File: src/rtl/seg7_scan_driver_pkg.sv
// Shared constants and helpers for the multiplexed seven-segment scan driver.
// Segment codes are active-low {g,f,e,d,c,b,a}; anode codes are active-low.
package seg7_scan_driver_pkg;

    localparam logic [6:0] SEG_0   = 7'b1000000;
    localparam logic [6:0] SEG_1   = 7'b1111001;
    localparam logic [6:0] SEG_2   = 7'b0100100;
    localparam logic [6:0] SEG_3   = 7'b0110000;
    localparam logic [6:0] SEG_4   = 7'b0011001;
    localparam logic [6:0] SEG_5   = 7'b0010010;
    localparam logic [6:0] SEG_6   = 7'b0000010;
    localparam logic [6:0] SEG_7   = 7'b1111000;
    localparam logic [6:0] SEG_8   = 7'b0000000;
    localparam logic [6:0] SEG_9   = 7'b0010000;
    localparam logic [6:0] SEG_A   = 7'b0001000;
    localparam logic [6:0] SEG_B   = 7'b0000011;
    localparam logic [6:0] SEG_C   = 7'b1000110;
    localparam logic [6:0] SEG_D   = 7'b0100001;
    localparam logic [6:0] SEG_E   = 7'b0000110;
    localparam logic [6:0] SEG_F   = 7'b0001110;
    localparam logic [6:0] SEG_OFF = 7'b1111111;
    localparam logic [3:0] AN_OFF  = 4'b1111;

    // Position of the most significant nonzero nibble; an all-zero word maps to
    // digit 0 so the rightmost digit always survives leading-zero blanking.
    function automatic logic [1:0] top_digit(input logic [15:0] word);
        logic [1:0] top;
        top = 2'd0;
        for (int k = 0; k < 4; k++) begin
            if (word[k*4 +: 4] != 4'h0) top = 2'(k);
        end
        return top;
    endfunction

endpackage

File: src/rtl/hex_to_seg7.sv
// Purely combinational hex nibble to active-low seven-segment decoder.
module hex_to_seg7
    import seg7_scan_driver_pkg::*;
(
    input  logic [3:0] nibble,
    output logic [6:0] seg
);

    always_comb begin
        unique case (nibble)
            4'h0: seg = SEG_0;
            4'h1: seg = SEG_1;
            4'h2: seg = SEG_2;
            4'h3: seg = SEG_3;
            4'h4: seg = SEG_4;
            4'h5: seg = SEG_5;
            4'h6: seg = SEG_6;
            4'h7: seg = SEG_7;
            4'h8: seg = SEG_8;
            4'h9: seg = SEG_9;
            4'hA: seg = SEG_A;
            4'hB: seg = SEG_B;
            4'hC: seg = SEG_C;
            4'hD: seg = SEG_D;
            4'hE: seg = SEG_E;
            4'hF: seg = SEG_F;
        endcase
    end

endmodule

File: src/rtl/seg7_scan_driver.sv
// Four-digit common-anode seven-segment scan driver with per-slot blanking,
// frame-synchronous value snapshot and optional leading-zero suppression.
module seg7_scan_driver
    import seg7_scan_driver_pkg::*;
#(
    parameter int REFRESH_DIV  = 50000,
    parameter int BLANK_CYCLES = 500
) (
    input  logic        ClkIn,
    input  logic        Rst,
    input  logic [15:0] Value,
    input  logic [3:0]  DigitEn,
    input  logic [3:0]  DpIn,
    input  logic        LeadZeroBlank,
    output logic [6:0]  Seg,
    output logic        Dp,
    output logic [3:0]  An,
    output logic        ScanTick
);

    localparam int PW = $clog2(REFRESH_DIV);

    logic [PW-1:0] prescaler;
    logic [1:0]    digit_idx;
    logic [15:0]   snapshot;
    logic          lzb_q;

    logic          slot_wrap;
    logic          frame_wrap;
    logic          in_blank;
    logic          suppressed;
    logic [3:0]    cur_nibble;
    logic [6:0]    dec_seg;
    logic [6:0]    seg_next;
    logic [3:0]    an_next;
    logic          dp_next;

    assign slot_wrap  = (prescaler == PW'(REFRESH_DIV - 1));
    assign frame_wrap = slot_wrap && (digit_idx == 2'd3);
    assign in_blank   = (prescaler < PW'(BLANK_CYCLES));
    assign cur_nibble = snapshot[digit_idx*4 +: 4];

    // Enables and decimal points are live; the blanking decision uses the frame snapshot.
    assign suppressed = !DigitEn[digit_idx] || (lzb_q && (digit_idx > top_digit(snapshot)));

    hex_to_seg7 u_decode (
        .nibble (cur_nibble),
        .seg    (dec_seg)
    );

    always_comb begin
        // NOTE: every output gets a default before any branch so no latch is inferred.
        an_next  = AN_OFF;
        seg_next = SEG_OFF;
        dp_next  = 1'b1;
        if (!in_blank && !suppressed) begin
            an_next  = AN_OFF & ~(4'b0001 << digit_idx);
            seg_next = dec_seg;
            dp_next  = ~DpIn[digit_idx];
        end
    end

    // NOTE: state uses non-blocking assignments so every register samples pre-edge values.
    always_ff @(posedge ClkIn or posedge Rst) begin
        if (Rst) begin
            prescaler <= '0;
            digit_idx <= 2'd0;
            snapshot  <= 16'h0000;
            lzb_q     <= 1'b0;
            ScanTick  <= 1'b0;
            An        <= AN_OFF;
            Seg       <= SEG_OFF;
            Dp        <= 1'b1;
        end else begin
            prescaler <= slot_wrap ? '0 : prescaler + 1'b1;
            if (slot_wrap) digit_idx <= digit_idx + 2'd1;
            if (frame_wrap) begin
                snapshot <= Value;
                lzb_q    <= LeadZeroBlank;
            end
            ScanTick <= frame_wrap;
            An       <= an_next;
            Seg      <= seg_next;
            Dp       <= dp_next;
        end
    end

endmodule

File: config.mk
export PLATFORM = sky130hd
export DESIGN_NAME = seg7_scan_driver
export DESIGN_NICKNAME = d
export VERILOG_FILES = /design/src/rtl/seg7_scan_driver_pkg.sv /design/src/rtl/hex_to_seg7.sv /design/src/rtl/seg7_scan_driver.sv
export SDC_FILE = /design/constraint.sdc
export NUM_CORES = 1
export LEC_CHECK = 0
export ABC_AREA = 1
export CAP_MARGIN = 20
export CORE_MARGIN = 2
export CORE_UTILIZATION = 40
export CTS_BUF_LIST = sky130_fd_sc_hd__clkbuf_2 sky130_fd_sc_hd__clkbuf_4 sky130_fd_sc_hd__clkbuf_8
export DETAILED_ROUTE_END_ITERATION = 12
export PLACE_DENSITY = 0.69
export SLEW_MARGIN = 20
export SYNTH_ARGS = -nofsm -noshare
export SYNTH_HDL_FRONTEND = slang
export SYNTH_SLANG_ARGS = --single-unit
File: constraint.sdc
create_clock -name ClkIn -period 2.7 [get_ports ClkIn]
set_input_delay 0.54 -clock ClkIn [delete_from_list [all_inputs] [get_ports ClkIn]]
set_output_delay 0.54 -clock ClkIn [all_outputs]
set_load 0.03 [all_outputs]
==> parameters.txt <==
Parameter                              Value

Outcome
  Result of the run ... completed

Layout
  Area Overhead vs Synth ... 21.53%
  Fraction of layout cells with a size suffix above 1 ... 8.997%
  Summed area of non-filler cells in the final layout ... about 3200 um2
  Number of nets in the layout ... 428
  Final antenna diode count ... 0

STA
  Setup repair after global routing missed its margin ... false
  Final Max Tran Viols ... 0
  Final Hold Violating Endpoints ... 0
  Sum Neg Setup Slack ... 0 ns
  Setup clock skew after layout ... around 0.016 ns
  Post-route worst hold slack ... around 0.49 ns
  Fmax achieved ... 495.6 MHz
  Number of endpoints failing setup at the final stage ... 0
  Time the final worst path needs with I/O delays and setup ... 2.018 ns
  Worst Tran Pin Value ... 0.5093 ns
  Worst slew margin ... 66.00%
  Post-route fraction of the period consumed by the critical path ... 74.73%
  Minimum setup slack in the final design ... 0.6823 ns

CTS
  Number of buffers inserted by post-CTS setup repair ... 0
  Clock-pin slew of the registers on the worst-case setup and hold paths ... 0.09 ns
  Maximum count of clock buffers along a single path ... 2
  Clock network latency to the later pin of the worst-skew pair ... 0.30 ns
  Post-cts repair resize count ... 0
  Clock Tree Root ... clkbuf_8
  Post-CTS Hold Fix Bufs ... 0
  Num CTS Buffers ... 5
  H-Tree Depth ... 2
  Clock tree from TritonCTS ... yes
  CTS Sinks ... 48

Global routing
  Residual overflow from global routing ... 0
  Wire length of the first global-routing pass ... 9.232 mm
  Largest net degree at the start of global routing ... 26
  All-layer global routing usage ... 15.62%
  Antenna violations before repair ... 0
  Via count of the first global-routing pass ... between 2000 and 2500

Floorplan
  Number of ports placed on the die boundary ... 40
  Vertical die dimension ... 85.13 um
  Number of rows created at floorplan ... 29
  Area of the placeable core ... 6350 um2
  Die Area ... approximately 7200 um2
  Starting density of the core ... 41.46%
  Overall die width ... 85.13 um

Setup path
  First element of the critical path ... An[2]
  Cell-by-cell trace of the critical path ... clkdlybuf4s50_1
  Capturing instance or port of the critical path ... An[2]
  Class of the most critical setup path ... register to primary output
  Startpoint kind of the worst setup timing path ... register
  Depth of the critical timing path with buffers and inverters included ... 1
  Reg2Reg Setup Slack ... 0.73 ns
  Data required time at the worst endpoint ... approximately 2.2 ns
  Max FO, Critical Path ... 1
  Largest stage delay on the critical path ... 0.66 ns
  Signal arrival time at the worst endpoint ... 1.48 ns
  Start of the worst register-to-register path ... digit_idx[0]
  RR Endpoint ... Seg[5]
  Number of cells on the worst reg-to-reg path ... 10
  Crit path buffers/inverters ... 1
  Type of element capturing the critical path ... primary output
  Slowest stage cell on the critical path ... clkdlybuf4s50_1
  Cell family with the largest share of critical-path delay ... buffers and inverters

Job
  Max-cap check violation count ... 0

Yosys
  Syn Nets ... 385
  Cell area after technology mapping ... 2633 um2
  Syn Area/Cell ... 7.631 um2
  Number of synthesized flops with an enable pin ... 0
  Async SR Flop Fraction ... 100.0%
  Number of warning messages in the yosys log ... 0
  Yosys reg bits ... 48
  Syn Inst Count ... 345
  Sequential-to-total area share from yosys stat ... 46.20%
  Top FF cell, synth ... dfrtp_1
  Count of cell types in the netlist ... 24

Worst hold path
  Path category of the worst min-delay check ... register to register

Drt
  Remaining antenna violation count after routing ... 0
  Number of design-rule violations left by the first detailed-router iteration ... around 160
  Number of iterations in the first detailed-routing pass ... 4
  Remaining DRCs ... 0
  DR vias ... roughly 2200
  Post-detailed-route via-to-cell ratio ... 4.792
  Post-detailed-route wirelength per cell ... 11.13 um
  Detailed Route WL ... 5.185 mm

Place
  Count of input and output buffers ... 39
  Standard cell area after detailed placement ... 3107 um2
  Worst slack after detailed placement ... 0.7430 ns
  Sum of net half-perimeters after detailed placement ... between 4 and 5 mm
  Last weighted congestion value of the routability-driven placer ... 0.9181

Power and ir drop
  Power per Cell Area ... ~380 nW/um2
  Maximum ir drop on the vdd rail ... 0.2621 mV
  Static power due to leakage ... ~1.5 nW
  Total power after layout ... 1.206 mW
sequential cells by signal, summed over array words and instances (netlist names):
register / flops
Seg: 7
snapshot: 16
prescaler: 16
An: 4
digit_idx: 2
ScanTick: 1
Dp: 1
lzb_q: 1
per-stage QoR:
stage	util, %	cells
after CTS	50.38	466
final	50.38	466
after global placement	48.93	458
after detailed placement	48.93	458
after global routing	50.38	466
after floorplan	-	345
layout make-up:
| class | count | area, um2 |
|---|---|---|
| fillers | 621 | 3151 |
| multi-input cells | 254 | 1232 |
| flip-flops and latches | 48 | 1216 |
| repair buffers | 40 | 410.4 |
| inverters | 39 | 151.4 |
| well taps | 77 | 96.34 |
| clock buffers | 5 | 68.82 |
| clock inverters | 3 | 23.77 |
layer usage:
metal | share of wire [%] | up-vias | wire (um) | GRT usage, %
met3 | 5.8 | 8 | 300 | 3.502
met2 | 44 | 66 | 2257 | 23.15
met4 | 1.9 | 0 | 99 | 6.061
met5 | 0 | - | 0 | 0
li1 | - | 1158 | - | -
met1 | 49 | 1001 | 2527 | 22.31
cell families (layout without fill, tap and decap cells):
kind of cell / Yosys count / in the layout / share of synthesized area [%]
buffers and inverters: 43 / 87 / 6.987
xor gates and xnor gates: 7 / 7 / 2.329
adders and majority gates: 13 / 13 / 6.179
DFF: 48 / 48 / 46.20
AOI/OAI and AO/OA: 13 / 13 / 2.804
and+or+nand+nor: 221 / 221 / 35.50
placed cells by master, fill, tap and decap left out:
master / instances
nand2_2: 2
nand3_4: 1
inv_2: 6
nor2_2: 1
ha_1: 13
nor2_1: 42
dfrtp_1: 36
nor2_4: 3
xor2_1: 7
clkbuf_8: 5
inv_1: 32
clkinvlp_4: 2
o21ai_0: 9
buf_12: 1
clkdlybuf4s50_1: 39
nor3_1: 1
nand4_1: 4
nand3_1: 38
o21bai_1: 2
a21boi_0: 1
clkinv_4: 1
nor4_1: 1
inv_6: 1
o22ai_1: 1
nand2_1: 128
dfstp_2: 12
power by group:
part	internal, mW	switching (mW)
Combinational	0.0372	0.0221
Sequential	0.719	0
Clock	0.184	0.244
cell usage after synthesis (2+ instances only):
cell / count / share of area [%]
nand3_1: 38 / 7.2
nor2_1: 42 / 6.0
o21bai_1: 2 / 0.57
inv_2: 5 / 0.71
nor2_4: 3 / 1.3
dfstp_2: 12 / 12
nand4_1: 4 / 0.95
nand2_2: 2 / 0.48
nand2_1: 128 / 18
dfrtp_1: 36 / 34
buf_2: 2 / 0.38
xor2_1: 7 / 2.3
inv_1: 33 / 4.7
ha_1: 13 / 6.2
o21ai_0: 9 / 1.7
worst min-delay path by stage:
stage	from	endpoint	slack (ns)	depth (start not counted)
final	prescaler[5]	prescaler[5]	0.49	1
after global routing	prescaler[5]	prescaler[5]	0.51	1
after CTS	prescaler[5]	prescaler[5]	0.50	1
after detailed placement	snapshot[2]	snapshot[2]	0.48	2
after global placement	lzb_q	lzb_q	0.46	2
after floorplan	lzb_q	lzb_q	0.44	2
(Power assumes the default switching activity.)
